`config.mk`:
```
export PLATFORM = sky130hd
export DESIGN_NAME = fetch_unit_flat
export DESIGN_NICKNAME = d
export VERILOG_FILES = /design/src/rtl/fetch_unit_if.sv /design/src/rtl/fetch_unit.sv /design/src/flat_wrapper.sv
export SDC_FILE = /design/constraint.sdc
export NUM_CORES = 1
export LEC_CHECK = 0
export ABC_AREA = 0
export BUFFER_PORTS_ARGS = -buffer_cell sky130_fd_sc_hd__buf_2
export CORE_UTILIZATION = 53
export DETAILED_ROUTE_END_ITERATION = 8
export PLACE_DENSITY = 0.76
export SLEW_MARGIN = 20
export SYNTH_ARGS = -nofsm -noshare
export SYNTH_HDL_FRONTEND = slang
export SYNTH_SLANG_ARGS = --single-unit
```
`constraint.sdc`:
```
create_clock -name clk -period 2.5 [get_ports clk]
set_clock_uncertainty 0.2 [all_clocks]
set_input_delay 0.25 -clock clk [delete_from_list [all_inputs] [get_ports clk]]
set_output_delay 0.25 -clock clk [all_outputs]
set_load 0.005 [all_outputs]
```
`src/rtl/fetch_unit_if.sv`:
```
// Fetch unit bus bundle: instruction-memory request/response, redirect, and decode queue head.
// Optional FETCH_MISALIGN_CHECK_EN adds the fetch_misalign status output.
interface fetch_unit_if;
  logic        imem_req_valid;
  logic        imem_req_ready;
  logic [31:0] imem_addr;
  logic        imem_rsp_valid;
  logic [31:0] imem_rsp_data;
  logic        redirect_valid;
  logic [31:0] redirect_pc;
  logic        instr_valid;
  logic        instr_ready;
  logic [31:0] instr;
  logic [31:0] instr_pc;
`ifdef FETCH_MISALIGN_CHECK_EN
  logic        fetch_misalign;

  // Fetch unit side
  modport master (
    output imem_req_valid, imem_addr, instr_valid, instr, instr_pc, fetch_misalign,
    input  imem_req_ready, imem_rsp_valid, imem_rsp_data, redirect_valid, redirect_pc,
           instr_ready
  );

  // Memory / pipeline side
  modport slave (
    input  imem_req_valid, imem_addr, instr_valid, instr, instr_pc, fetch_misalign,
    output imem_req_ready, imem_rsp_valid, imem_rsp_data, redirect_valid, redirect_pc,
           instr_ready
  );
`else
  // Fetch unit side
  modport master (
    output imem_req_valid, imem_addr, instr_valid, instr, instr_pc,
    input  imem_req_ready, imem_rsp_valid, imem_rsp_data, redirect_valid, redirect_pc,
           instr_ready
  );

  // Memory / pipeline side
  modport slave (
    input  imem_req_valid, imem_addr, instr_valid, instr, instr_pc,
    output imem_req_ready, imem_rsp_valid, imem_rsp_data, redirect_valid, redirect_pc,
           instr_ready
  );
`endif
endinterface

```
`src/rtl/fetch_unit.sv`:
```
// Instruction fetch unit: issues sequential fetches, tracks in-order responses, buffers them
// in a DEPTH-entry queue for decode, and discards in-flight responses after a redirect.
// Optional macro FETCH_MISALIGN_CHECK_EN: misaligned redirect targets raise a sticky
// fetch_misalign flag and stall fetching until an aligned redirect.
module fetch_unit #(
  parameter int unsigned DEPTH           = 4,
  parameter int unsigned MAX_OUTSTANDING = 2,
  parameter logic [31:0] RESET_PC        = 32'h0
) (
  input logic          clk,
  input logic          reset,
  fetch_unit_if.master bus
);

  localparam int unsigned PtrW = $clog2(DEPTH);
  localparam int unsigned CntW = $clog2(DEPTH + 1);
  localparam int unsigned OutW = $clog2(MAX_OUTSTANDING + 1);

  logic [31:0]   r_fetch_pc;
  logic [31:0]   r_rsp_pc;
  logic [OutW-1:0] r_outstanding;
  logic [OutW-1:0] r_drop_cnt;
  logic [31:0]   r_q_instr [DEPTH];
  logic [31:0]   r_q_pc    [DEPTH];
  logic [PtrW-1:0] r_wptr;
  logic [PtrW-1:0] r_rptr;
  logic [CntW-1:0] r_count;

  logic          w_blocked;
  logic          w_req_valid;
  logic          w_req_fire;
  logic          w_rsp;
  logic          w_drop;
  logic          w_push;
  logic          w_pop;
  logic [31:0]   w_redirect_pc;
  logic [OutW-1:0] w_outstanding_nxt;
  logic [OutW-1:0] w_drop_cnt_nxt;

`ifdef FETCH_MISALIGN_CHECK_EN
  logic r_misalign;

  // Sticky misalign flag: each redirect re-evaluates it from the target's low bits
  always_ff @(posedge clk or negedge reset) begin
    if (!reset) begin
      r_misalign <= 1'b0;
    end else if (bus.redirect_valid) begin
      r_misalign <= |bus.redirect_pc[1:0];
    end
  end

  assign w_blocked          = r_misalign;
  assign bus.fetch_misalign = r_misalign;
`else
  assign w_blocked = 1'b0;
`endif

  // Low address bits are ignored; instructions are word aligned
  assign w_redirect_pc = bus.redirect_pc & 32'hFFFF_FFFC;

  // Request/response/queue events for this cycle; a redirect cancels push and pop
  always_comb begin
    w_req_valid = reset && !bus.redirect_valid && !w_blocked
                  && (32'(r_outstanding) < MAX_OUTSTANDING)
                  && ((32'(r_outstanding) + 32'(r_count)) < DEPTH);
    w_req_fire  = w_req_valid && bus.imem_req_ready;
    // Responses with nothing in flight cannot belong to us
    w_rsp       = bus.imem_rsp_valid && (r_outstanding != '0);
    w_drop      = w_rsp && (r_drop_cnt != '0);
    w_push      = w_rsp && !w_drop && !bus.redirect_valid;
    w_pop       = (r_count != '0) && bus.instr_ready && !bus.redirect_valid;

    w_outstanding_nxt = r_outstanding + OutW'(w_req_fire) - OutW'(w_rsp);
    w_drop_cnt_nxt    = r_drop_cnt;
    if (bus.redirect_valid) begin
      // Everything still in flight after this edge belongs to the old path
      w_drop_cnt_nxt = r_outstanding - OutW'(w_rsp);
    end else if (w_drop) begin
      w_drop_cnt_nxt = r_drop_cnt - OutW'(1);
    end
  end

  // PC, in-flight and drop tracking
  always_ff @(posedge clk or negedge reset) begin
    if (!reset) begin
      r_fetch_pc    <= RESET_PC;
      r_rsp_pc      <= RESET_PC;
      r_outstanding <= '0;
      r_drop_cnt    <= '0;
    end else begin
      r_outstanding <= w_outstanding_nxt;
      r_drop_cnt    <= w_drop_cnt_nxt;
      if (bus.redirect_valid) begin
        r_fetch_pc <= w_redirect_pc;
        r_rsp_pc   <= w_redirect_pc;
      end else begin
        if (w_req_fire) r_fetch_pc <= r_fetch_pc + 32'd4;
        if (w_push)     r_rsp_pc   <= r_rsp_pc + 32'd4;
      end
    end
  end

  // Queue pointers and occupancy; redirect flushes
  always_ff @(posedge clk or negedge reset) begin
    if (!reset) begin
      r_wptr  <= '0;
      r_rptr  <= '0;
      r_count <= '0;
    end else if (bus.redirect_valid) begin
      r_wptr  <= '0;
      r_rptr  <= '0;
      r_count <= '0;
    end else begin
      if (w_push) r_wptr <= r_wptr + PtrW'(1);
      if (w_pop)  r_rptr <= r_rptr + PtrW'(1);
      r_count <= r_count + CntW'(w_push) - CntW'(w_pop);
    end
  end

  // Queue storage; cleared on reset so the head outputs read zero
  always_ff @(posedge clk or negedge reset) begin
    if (!reset) begin
      for (int unsigned i = 0; i < DEPTH; i++) begin
        r_q_instr[i] <= '0;
        r_q_pc[i]    <= '0;
      end
    end else if (w_push) begin
      r_q_instr[r_wptr] <= bus.imem_rsp_data;
      r_q_pc[r_wptr]    <= r_rsp_pc;
    end
  end

  assign bus.imem_req_valid = w_req_valid;
  assign bus.imem_addr      = r_fetch_pc;
  assign bus.instr_valid    = (r_count != '0);
  assign bus.instr          = r_q_instr[r_rptr];
  assign bus.instr_pc       = r_q_pc[r_rptr];

endmodule

```
`src/flat_wrapper.sv`:
```
// flat-port wrapper written by rule: the top's interface ports become plain ports
module fetch_unit_flat 
#(
  parameter int unsigned DEPTH           = 4,
  parameter int unsigned MAX_OUTSTANDING = 2,
  parameter logic [31:0] RESET_PC        = 32'h0
)
  (clk, reset, bus_imem_req_valid, bus_imem_addr, bus_instr_valid, bus_instr, bus_instr_pc, bus_imem_req_ready, bus_imem_rsp_valid, bus_imem_rsp_data, bus_redirect_valid, bus_redirect_pc, bus_instr_ready);
  fetch_unit_if bus_i ();
  input logic clk;
  input logic reset;
  output wire logic [$bits(bus_i.imem_req_valid)-1:0] bus_imem_req_valid;
  output wire logic [$bits(bus_i.imem_addr)-1:0] bus_imem_addr;
  output wire logic [$bits(bus_i.instr_valid)-1:0] bus_instr_valid;
  output wire logic [$bits(bus_i.instr)-1:0] bus_instr;
  output wire logic [$bits(bus_i.instr_pc)-1:0] bus_instr_pc;
  input wire logic [$bits(bus_i.imem_req_ready)-1:0] bus_imem_req_ready;
  input wire logic [$bits(bus_i.imem_rsp_valid)-1:0] bus_imem_rsp_valid;
  input wire logic [$bits(bus_i.imem_rsp_data)-1:0] bus_imem_rsp_data;
  input wire logic [$bits(bus_i.redirect_valid)-1:0] bus_redirect_valid;
  input wire logic [$bits(bus_i.redirect_pc)-1:0] bus_redirect_pc;
  input wire logic [$bits(bus_i.instr_ready)-1:0] bus_instr_ready;
  assign bus_imem_req_valid = bus_i.imem_req_valid;
  assign bus_imem_addr = bus_i.imem_addr;
  assign bus_instr_valid = bus_i.instr_valid;
  assign bus_instr = bus_i.instr;
  assign bus_instr_pc = bus_i.instr_pc;
  assign bus_i.imem_req_ready = bus_imem_req_ready;
  assign bus_i.imem_rsp_valid = bus_imem_rsp_valid;
  assign bus_i.imem_rsp_data = bus_imem_rsp_data;
  assign bus_i.redirect_valid = bus_redirect_valid;
  assign bus_i.redirect_pc = bus_redirect_pc;
  assign bus_i.instr_ready = bus_instr_ready;
  fetch_unit #(.DEPTH(DEPTH), .MAX_OUTSTANDING(MAX_OUTSTANDING), .RESET_PC(RESET_PC)) u_core (.clk(clk), .reset(reset), .bus(bus_i));
endmodule
```
==> results of run 1 <==
## per-layer routing
| layer | GRT usage [%] | vias up |
|---|---|---|
| met5 | 0 | - |
| met4 | 7.71 | 0 |
| met3 | 4.21 | 61 |
| met2 | 40.3 | 339 |
| met1 | 34.3 | 5094 |
| li1 | - | 4411 |
## logic make-up after synthesis
group	synth area share, %
and+or+nand+nor	6.91
DFF	54.2
muxes	29.1
xor gates and xnor gates	2.32
AOI/OAI and AO/OA	3.59
adders and majority gates	1.15
buffers and inverters	2.73
other	0.0254
## worst max-delay path, stage by stage, from the launching register on
cell                      delay, ns
sky130_fd_sc_hd__dfrtp_1       0.40
sky130_fd_sc_hd__ha_2          0.17
sky130_fd_sc_hd__or4b_4        0.50
sky130_fd_sc_hd__nor3_1        0.38
sky130_fd_sc_hd__buf_2         0.19
## state kept, by name, indices dropped and copies added, names as in the netlist
name,cells
u_core.r_q_instr,128
u_core.r_q_pc,120
u_core.bus.imem_addr,30
u_core.r_rsp_pc,30
u_core.r_count,3
u_core.r_drop_cnt,2
u_core.r_outstanding,2
u_core.r_rptr,2
u_core.r_wptr,2
## worst paths after layout
check,start,to,slack [ns],depth (start not counted)
setup / recovery,u_core.r_outstanding[1],bus_imem_req_valid,-0.1,4
hold / removal,reset,u_core.r_q_instr[73],0.11,3
setup reg to reg,u_core.r_outstanding[1],u_core.bus.imem_addr[18],-0.09,7
hold reg to reg,u_core.r_q_instr[97],u_core.r_q_instr[97],0.30,1
max in group asynchronous,reset,u_core.r_rptr[0],0.70,5
min in group clk,bus_imem_rsp_valid,u_core.r_wptr[0],0.16,5
## area by class of cell
type | instances | area (µm²)
sequential | 319 | 7990
clock inverter | 3 | 20.0
tap | 372 | 465
fill | 1868 | 8850
clock buffer | 57 | 1090
multi-input combinational | 659 | 6460
timing repair buffer | 282 | 2140
inverter | 22 | 87.6
## layout by cell type, fill, tap and decap left out, types with 13 or more instances in the layout
| cell type | n |
|---|---|
| sky130_fd_sc_hd__a21oi_1 | 13 |
| sky130_fd_sc_hd__nand3_1 | 24 |
| sky130_fd_sc_hd__mux2_2 | 254 |
| sky130_fd_sc_hd__nand2_1 | 55 |
| sky130_fd_sc_hd__xnor2_1 | 28 |
| sky130_fd_sc_hd__dlygate4sd3_1 | 65 |
| sky130_fd_sc_hd__mux4_2 | 62 |
| sky130_fd_sc_hd__inv_1 | 21 |
| sky130_fd_sc_hd__buf_2 | 160 |
| sky130_fd_sc_hd__nor2_1 | 31 |
| sky130_fd_sc_hd__buf_4 | 33 |
| sky130_fd_sc_hd__o21ai_0 | 19 |
| sky130_fd_sc_hd__dfrtp_1 | 317 |
| sky130_fd_sc_hd__buf_12 | 13 |
| sky130_fd_sc_hd__clkbuf_16 | 38 |
| sky130_fd_sc_hd__o21ai_1 | 13 |
| sky130_fd_sc_hd__nand4_1 | 20 |
## power by group
group,internal [mW],switching (mW)
sequential,6.38,0.758
combinational,3.04,2.08
clock,2.97,2.02
## stage by stage
step	util [%]	cells	setup slack, ns	area (µm²)
3_5_place_dp	60.1	1583	-0.236	16300
4_1_cts	66.9	1711	-0.129	18100
2_1_floorplan	-	1073	-0.156	14800
3_3_place_gp	60.1	1583	-0.236	16300
6_report	67.3	1714	-0.0992	18200
5_1_grt	67.3	1714	-0.198	18200
## what timing repair did
action                                  in CTS  in global routing
setup buffers                                3                  2
hold buffers                                65                  0
endpoints found under the hold margin      252                  0
gates resized for setup                     18                 15
pin swaps                                   11                 11
endpoints found under the setup margin      36                 48
gates cloned                                 0                  1
==> impl_metrics.env, run 1 <==
export IMPL_synth_distinct_cells=50
export IMPL_h_tree_depth=2
export IMPL_cell_with_the_most_instances_after_synthesis="sky130_fd_sc_hd__dfrtp_1"
export IMPL_clk_transition_reported_paths_ns=0.06
export IMPL_post_route_min_period_ns=2.60
export IMPL_violations="negative setup slack"
export IMPL_fin_crit_sh_pct=104
export IMPL_timing_hold_ws_ns=0.106
export IMPL_vias_per_cell=5.78
export IMPL_synth_main_ff_cell="sky130_fd_sc_hd__dfrtp_1"
export IMPL_detailroute_wirelength_met2_mm=16.7
export IMPL_fp_coreArea_mm2=0.0271
export IMPL_critical_path_class="register to output port"
export IMPL_grt_setup_unrepaired="yes"
export IMPL_slew_violations=0
export IMPL_remaining_drc_errors=0
export IMPL_met1_length_mm=14.9
export IMPL_maxClockFrequency_mhz=385
export IMPL_synth_enable_flop_cells=0
export IMPL_fin_nets=1402
export IMPL_std_cell_rows=60
export IMPL_vdd_drop_max_uv=484
export IMPL_hold_viol=0
export IMPL_start_kind="register"
export IMPL_yosys_warnings=0
export IMPL_detailedPlacementHpwl_mm=21.3
export IMPL_cp_max_fo=3
export IMPL_netlist_top_cells_area="sky130_fd_sc_hd__dfrtp_1 54%, sky130_fd_sc_hd__mux2_2 20%, sky130_fd_sc_hd__mux4_2 9.5%"
export IMPL_die_area_mm2=0.0285
export IMPL_synth_yosys_seq_area_share_pct=54.2
export IMPL_synthCells=1070
export IMPL_largest_area_contributor_in_the_netlist="sky130_fd_sc_hd__dfrtp_1"
export IMPL_area_growth_pct=23.8
export IMPL_drt_wirelength_per_cell_um=20.0
export IMPL_start_util_pct=54.4
export IMPL_critical_path_endpoint_type="output port"
export IMPL_synth_top_cells_by_count="319 x sky130_fd_sc_hd__dfrtp_1, 256 x sky130_fd_sc_hd__mux2_2, 62 x sky130_fd_sc_hd__mux4_2, 56 x sky130_fd_sc_hd__nand2_1, 46 x sky130_fd_sc_hd__clkbuf_1"
export IMPL_initialDrtViolationCount=597
export IMPL_total_routing_resource_utilization_after_global_routing_pct=24.8
export IMPL_cts_inserted_buffers=35
export IMPL_timing_slew_headroom_pct=45.7
export IMPL_fp_dieW_um=169
export IMPL_cts_tree="yes"
export IMPL_clock_sinks=319
export IMPL_max_slew_worst_pin_slew_ns=0.814
export IMPL_first_global_vias=10300
export IMPL_ant_nets=0
export IMPL_route_met3_wl_mm=1.91
export IMPL_clock_insertion_delay_worst_skew_ns=0.51
export IMPL_detail_route_wirelength_mm=34.3
export IMPL_antenna_cells_inserted=0
export IMPL_worst_endpoint_arrival_ns=2.15
export IMPL_vias=9905
export IMPL_global_route_overflow_total=0
export IMPL_power_density_over_the_cells_mw_per_mm2=945
export IMPL_grt_max_degree=198
export IMPL_chipHeight_um=169
export IMPL_route_top_layer_used="met4"
export IMPL_io_buffers=161
export IMPL_grt_antenna_before_repair=0
export IMPL_synthesis_area_per_instance_um2=13.8
export IMPL_drv_cap=0
export IMPL_synth_top_area_share_pct=54.2
export IMPL_required_ns=2.05
export IMPL_final_setup_viols=20
export IMPL_wire_length_of_the_first_global_routing_pass_mm=55.2
export IMPL_synthArstFlopShare_pct=100
export IMPL_clk_path_buf_depth=3
export IMPL_drt_first_pass_iters=5
export IMPL_timing_final_ws_setup_ns=-0.0992
export IMPL_min_path_type="input pin to async pin"
export IMPL_overall_power_after_layout_mw=17.2
export IMPL_gpl_final_weighted_congestion=0.866
export IMPL_post_synth_instance_area_mm2=0.0147
export IMPL_clock_root_buffer="sky130_fd_sc_hd__clkbuf_16"
export IMPL_number_of_synthesized_register_bits=319
export IMPL_ioPinCount=168
export IMPL_leakage_nw=8.36
export IMPL_fin_tns_setup_ns=-1.03
export IMPL_outcome="finished with violations"
export IMPL_final_layout_size_suffix_gt1_share_pct=45.5
(Power assumes the default switching activity.)
==> inputs of run 2 (changes only) <==
--- a/config.mk
+++ b/config.mk
@@ -7,10 +7,11 @@
 export LEC_CHECK = 0
 export ABC_AREA = 0
 export BUFFER_PORTS_ARGS = -buffer_cell sky130_fd_sc_hd__buf_2
+export CORE_MARGIN = 4
 export CORE_UTILIZATION = 53
 export DETAILED_ROUTE_END_ITERATION = 8
 export PLACE_DENSITY = 0.76
-export SLEW_MARGIN = 20
+export SLEW_MARGIN = 0
 export SYNTH_ARGS = -nofsm -noshare
 export SYNTH_HDL_FRONTEND = slang
 export SYNTH_SLANG_ARGS = --single-unit
==> impl_metrics.env, run 2 (synthesis gave the netlist of run 1 again) <==
export IMPL_worst_path_max_delay_cell="sky130_fd_sc_hd__or4b_4"
export IMPL_cts_inserted_buffers=35
export IMPL_clk_transition_reported_paths_ns=0.06
export IMPL_crit_reg2reg_capture="u_core.bus.imem_addr[18]"
export IMPL_detailroute_wirelength_met2_mm=17.7
export IMPL_post_route_util_pct=68.4
export IMPL_worst_hold_start="bus_imem_rsp_valid"
export IMPL_global_route_overflow_total=0
export IMPL_wire_length_of_the_first_global_routing_pass_mm=57.2
export IMPL_leakage_nw=8.50
export IMPL_worst_endpoint_arrival_ns=2.88
export IMPL_hold_viol=0
export IMPL_met1_length_mm=14.8
export IMPL_std_cell_rows=60
export IMPL_largest_register="u_core.r_q_instr"
export IMPL_cp_cell_sequence="ha_2 -> or4b_4 -> or4b_4 -> buf_8 -> nor4b_4 -> xnor2_1 -> a21oi_1"
export IMPL_max_slew_worst_pin_slew_ns=0.943
export IMPL_critical_path_class="register to register"
export IMPL_slew_violations=0
export IMPL_critical_path_endpoint_type="register"
export IMPL_post_route_min_period_ns=2.72
export IMPL_drt_wirelength_per_cell_um=20.4
export IMPL_start_kind="register"
export IMPL_detailedPlacementHpwl_mm=21.9
export IMPL_antenna_cells_inserted=0
export IMPL_ant_nets=0
export IMPL_timing_critical_path_mode_cell="sky130_fd_sc_hd__or4b_4"
export IMPL_route_top_layer_used="met4"
export IMPL_critPathTopFamily="simple AND/OR/NAND/NOR gates"
export IMPL_required_ns=2.66
export IMPL_clock_sinks=319
export IMPL_io_buffers=161
export IMPL_remaining_drc_errors=0
export IMPL_ioPinCount=168
export IMPL_fp_coreArea_mm2=0.0272
export IMPL_chipHeight_um=175
export IMPL_reg_top3="u_core.r_q_instr x128, u_core.r_q_pc x120"
export IMPL_grt_antenna_before_repair=0
export IMPL_worst_r2r_cell_count=7
export IMPL_ff2ff_setup_slack_ns=-0.22
export IMPL_clk_path_buf_depth=3
export IMPL_cp_max_fo=6
export IMPL_vias=9953
export IMPL_overall_power_after_layout_mw=17.8
export IMPL_start_util_pct=54.2
export IMPL_drv_cap=0
export IMPL_commonest_cells_after_routing_fill_and_taps_aside="317 x sky130_fd_sc_hd__dfrtp_1, 254 x sky130_fd_sc_hd__mux2_2, 160 x sky130_fd_sc_hd__buf_2, 64 x sky130_fd_sc_hd__dlygate4sd3_1, 62 x sky130_fd_sc_hd__mux4_2"
export IMPL_gpl_final_weighted_congestion=0.918
export IMPL_layout_cells_most_common="sky130_fd_sc_hd__dfrtp_1"
export IMPL_maxClockFrequency_mhz=368
export IMPL_power_density_over_the_cells_mw_per_mm2=955
export IMPL_path_depth=7
export IMPL_final_layout_size_suffix_gt1_share_pct=48.2
export IMPL_detail_route_wirelength_mm=35.2
export IMPL_fill_cells=1856
export IMPL_die_area_mm2=0.0305
export IMPL_vias_per_cell=5.76
export IMPL_fp_dieW_um=175
export IMPL_h_tree_depth=2
export IMPL_timing_critical_path_from="u_core.r_count[1]"
export IMPL_worst_path_largest_cell_delay_ns=0.57
export IMPL_clock_root_buffer="sky130_fd_sc_hd__clkbuf_16"
export IMPL_fin_nets=1412
export IMPL_initialDrtViolationCount=610
export IMPL_route_met3_wl_mm=1.85
export IMPL_design_area_mm2=0.0186
export IMPL_violations="negative setup slack"
export IMPL_timing_final_ws_setup_ns=-0.219
export IMPL_fin_crit_sh_pct=109
export IMPL_rr_startpoint="u_core.r_count[1]"
export IMPL_clock_insertion_delay_worst_skew_ns=0.50
export IMPL_placement_cell_area_mm2=0.0163
export IMPL_first_global_vias=10700
export IMPL_critPathBufInv=1
export IMPL_timing_slew_headroom_pct=37.1
export IMPL_min_path_type="input pin to register"
export IMPL_vdd_drop_max_uv=550
export IMPL_min_to="u_core.r_drop_cnt[0]"
export IMPL_hold_depth=4
export IMPL_total_routing_resource_utilization_after_global_routing_pct=23.2
export IMPL_cts_tree="yes"
export IMPL_largest_register_ff_count=128
export IMPL_grt_max_degree=139
export IMPL_drt_first_pass_iters=5
export IMPL_grt_setup_unrepaired="yes"
export IMPL_final_setup_viols=33
export IMPL_outcome="finished with violations"
export IMPL_area_growth_pct=26.2
==> run 2: area by class of cell <==
class / count / area (µm²) / area share, %
multi-input combinational: 660 / 6630 / 35.6
clock inverter: 17 / 188 / 1.01
inverter: 22 / 90.1 / 0.484
tap: 372 / 465 / 2.50
sequential: 319 / 7990 / 42.9
timing repair buffer: 291 / 2240 / 12.0
clock buffer: 46 / 1010 / 5.43
==> run 2: worst register-to-register path: stages (launching register included) <==
cell and delay, ns:
sky130_fd_sc_hd__dfrtp_1 0.40, sky130_fd_sc_hd__ha_2 0.19, sky130_fd_sc_hd__or4b_4 0.51, sky130_fd_sc_hd__or4b_4 0.57, sky130_fd_sc_hd__buf_8 0.17, sky130_fd_sc_hd__nor4b_4 0.23, sky130_fd_sc_hd__xnor2_1 0.18, sky130_fd_sc_hd__a21oi_1 0.12
==> run 2: worst max-delay path by stage <==
stage,slack [ns],to
6_report,-0.22,u_core.bus.imem_addr[18]
5_1_grt,-0.28,u_core.bus.imem_addr[18]
4_1_cts,-0.15,u_core.bus.imem_addr[31]
3_5_place_dp,-0.29,u_core.bus.imem_addr[31]
3_3_place_gp,-0.21,u_core.bus.imem_addr[17]
2_1_floorplan,-0.16,u_core.bus.imem_addr[10]
==> run 2: what timing repair did <==
| item | CTS | global route |
|---|---|---|
| gates resized for setup | 33 | 41 |
| pin swaps | 18 | 29 |
| gates cloned | 3 | 1 |
| setup endpoints to repair | 39 | 36 |
| hold endpoints to repair | 230 | 0 |
| buffers inserted | 4 | 6 |
| hold buffers | 64 | 0 |
==> run 2: report_power, final <==
group / internal (mW) / switching [mW] / total (mW)
combinational: 3.16 / 2.17 / 5.33
sequential: 6.38 / 0.771 / 7.15
clock: 3.26 / 2.03 / 5.29
==> run 2: routing by layer <==
| metal | up-vias | global-route usage (%) |
|---|---|---|
| met5 | - | 0 |
| met4 | 0 | 6.35 |
| met3 | 75 | 3.92 |
| met2 | 306 | 39.6 |
| met1 | 5137 | 31.0 |
| li1 | 4435 | - |
==> run 2: stage by stage <==
stage                     setup WS (ns)  TNS (ns)  hold slack [ns]  std cells
after floorplan                  -0.156    -0.684           -0.246       1073
after global placement           -0.211     -2.23            0.200       1588
after detailed placement         -0.294     -5.46            0.201       1588
after CTS                        -0.149     -2.13            0.109       1722
after global routing             -0.280     -5.25            0.163       1727
final                            -0.219     -3.06            0.136       1727
==> inputs of run 3 (changes only) <==
--- a/config.mk
+++ b/config.mk
@@ -11,6 +11,7 @@
 export CORE_UTILIZATION = 53
 export DETAILED_ROUTE_END_ITERATION = 8
 export PLACE_DENSITY = 0.76
+export SETUP_SLACK_MARGIN = 0.15
 export SLEW_MARGIN = 0
 export SYNTH_ARGS = -nofsm -noshare
 export SYNTH_HDL_FRONTEND = slang
==> impl_metrics.env, run 3 (synthesis gave the netlist of run 1 again) <==
export IMPL_outcome="finished with violations"
export IMPL_violations="negative hold slack, negative setup slack"
export IMPL_global_route_overflow_total=0
export IMPL_gpl_final_weighted_congestion=0.891
export IMPL_non_filler_cells_final=1748
export IMPL_worst_path_max_delay_cell="sky130_fd_sc_hd__or4b_4"
export IMPL_placement_cell_area_mm2=0.0163
export IMPL_first_global_vias=10600
export IMPL_timing_final_ws_setup_ns=-0.189
export IMPL_fp_dieW_um=175
export IMPL_cts_inserted_buffers=35
export IMPL_grt_setup_unrepaired="yes"
export IMPL_clock_sinks=319
export IMPL_clock_root_buffer="sky130_fd_sc_hd__clkbuf_16"
export IMPL_h_tree_depth=2
export IMPL_io_buffers=161
export IMPL_detailedPlacementHpwl_mm=22.2
export IMPL_place_worst_setup_slack_ns=-0.239
export IMPL_antenna_cells_inserted=0
export IMPL_ioPinCount=168
export IMPL_clk_transition_reported_paths_ns=0.06
export IMPL_final_setup_viols=33
export IMPL_vdd_drop_max_uv=574
export IMPL_design_area_mm2=0.0190
export IMPL_start_kind="register"
export IMPL_switch_share_pct=28.0
export IMPL_chipHeight_um=175
export IMPL_largest_register_ff_count=128
export IMPL_clk_path_buf_depth=3
export IMPL_cts_tree="yes"
export IMPL_rr_startpoint="u_core.r_outstanding[1]"
export IMPL_power_density_over_the_cells_mw_per_mm2=974
export IMPL_grt_max_degree=126
export IMPL_largest_register="u_core.r_q_instr"
export IMPL_relative_contribution_of_sequential_cells_to_total_power_pct=38.7
export IMPL_combinationalPowerShare_pct=34.3
export IMPL_drv_cap=0
export IMPL_drt_first_pass_iters=5
export IMPL_fp_coreArea_mm2=0.0272
export IMPL_max_slew_worst_pin_slew_ns=0.944
export IMPL_area_growth_pct=28.6
export IMPL_grt_antenna_before_repair=1
export IMPL_vias_per_cell=5.71
export IMPL_drt_wirelength_per_cell_um=20.9
export IMPL_cp_max_fo=8
export IMPL_post_route_util_pct=69.8
export IMPL_detail_route_wirelength_mm=36.6
export IMPL_critical_path_endpoint_type="register"
export IMPL_fill_cells=1849
export IMPL_placed_cells=1591
export IMPL_vias=9983
export IMPL_share_clk_of_total_power_pct=27.0
export IMPL_commonest_cells_after_routing_fill_and_taps_aside="317 x sky130_fd_sc_hd__dfrtp_1, 254 x sky130_fd_sc_hd__mux2_2, 136 x sky130_fd_sc_hd__buf_2, 65 x sky130_fd_sc_hd__dlygate4sd3_1, 62 x sky130_fd_sc_hd__mux4_2"
export IMPL_wire_length_of_the_first_global_routing_pass_mm=58.3
export IMPL_ant_nets=0
export IMPL_remaining_drc_errors=0
export IMPL_initialDrtViolationCount=668
export IMPL_timing_slew_headroom_pct=37.0
export IMPL_fin_nets=1435
export IMPL_timing_hold_ws_ns=-0.234
export IMPL_final_layout_size_suffix_gt1_share_pct=48.3
export IMPL_leakage_nw=8.63
export IMPL_p_sw_mw=5.17
export IMPL_overall_power_after_layout_mw=18.5
export IMPL_timing_critical_path_from="u_core.r_outstanding[1]"
export IMPL_layout_cells_most_common="sky130_fd_sc_hd__dfrtp_1"
export IMPL_critical_path_class="register to register"
export IMPL_start_util_pct=54.2
export IMPL_regArea_mm2=0.00799
export IMPL_min_path_type="input pin to async pin"
export IMPL_clock_insertion_delay_worst_skew_ns=0.51
export IMPL_std_cell_rows=60
export IMPL_total_routing_resource_utilization_after_global_routing_pct=23.8
export IMPL_slew_violations=0
export IMPL_fin_crit_sh_pct=108
export IMPL_cp_cell_sequence="ha_2 -> or4b_4 -> or4b_4 -> buf_8 -> buf_6 -> buf_8 -> nor2_2 -> o21ai_2 -> o311ai_2"
export IMPL_cts_hold_buffers=65
export IMPL_multiInputGateArea_mm2=0.00661
export IMPL_post_route_min_period_ns=2.69
export IMPL_hold_viol=64
export IMPL_die_area_mm2=0.0305
export IMPL_fin_tns_setup_ns=-2.29
export IMPL_worst_path_largest_cell_delay_ns=0.59
export IMPL_reg_top3="u_core.r_q_instr x128, u_core.r_q_pc x120"
export IMPL_maxClockFrequency_mhz=372
export IMPL_required_ns=2.71
export IMPL_worst_endpoint_arrival_ns=2.90
export IMPL_cell_internal_pwr_mw=13.3
[run 3: cell types whose count changed in the layout (fill, tap and decap cells not counted), moves of 5 or more]
cell                       change
sky130_fd_sc_hd__buf_6        +24
sky130_fd_sc_hd__clkinv_2      -8
sky130_fd_sc_hd__nor2_2        +5
sky130_fd_sc_hd__clkbuf_1     +11
sky130_fd_sc_hd__buf_4        +12
sky130_fd_sc_hd__buf_2        -24
[run 3: final timing paths]
kind | end | slack, ns | cells after the start
setup / recovery | u_core.bus.imem_addr[11] | -0.19 | 9
hold / removal | u_core.r_q_instr[106] | -0.23 | 2
setup reg to reg | u_core.bus.imem_addr[11] | -0.19 | 9
hold reg to reg | u_core.r_q_pc[57] | 0.30 | 1
max in group asynchronous | u_core.r_q_instr[124] | 0.86 | 3
min in group clk | u_core.r_drop_cnt[0] | 0.14 | 4
[run 3: final cells by class]
class | instances | area share, %
Multi-Input combinational cell | 660 | 34.9
Timing Repair Buffer | 314 | 14.2
Tap cell | 372 | 2.46
Inverter | 22 | 0.475
Clock buffer | 55 | 5.40
Clock inverter | 6 | 0.422
Sequential cell | 319 | 42.1
[run 3: critical path: cells and delay by family, from the launching register on]
family / cells / cell delay (ns)
simple gates: 3 / 1.22
fa+ha+maj: 1 / 0.18
buf+inv: 3 / 0.44
compound gates: 2 / 0.15
flops: 1 / 0.40
[run 3: power groups by stage]
stage | Clock (mW) | Combinational (mW) | Sequential [mW]
after CTS | 5.11 | 5.95 | 7.10
after detailed placement | 0 | 4.95 | 7.22
after global routing | 5.33 | 6.80 | 7.28
after global placement | 0 | 4.82 | 7.14
final | 4.99 | 6.32 | 7.14
after floorplan | 0 | 3.23 | 6.93
[run 3: routing by layer]
layer	share of wire [%]	track usage, %	up-vias	wire length [µm]
met4	2.3	6.22	2	832
met1	42	32.7	5132	15500
met3	5.1	3.57	60	1870
li1	-	-	4487	-
met2	50	40.3	302	18400
met5	0.033	0	-	12
[run 3: what timing repair did]
item | 4_1_cts | 5_1_grt
hold endpoints to repair | 254 | 64
setup endpoints to repair | 88 | 94
pin swaps | 10 | 14
resized for setup | 51 | 61
buffers inserted | 16 | 8
gates cloned | 7 | 0
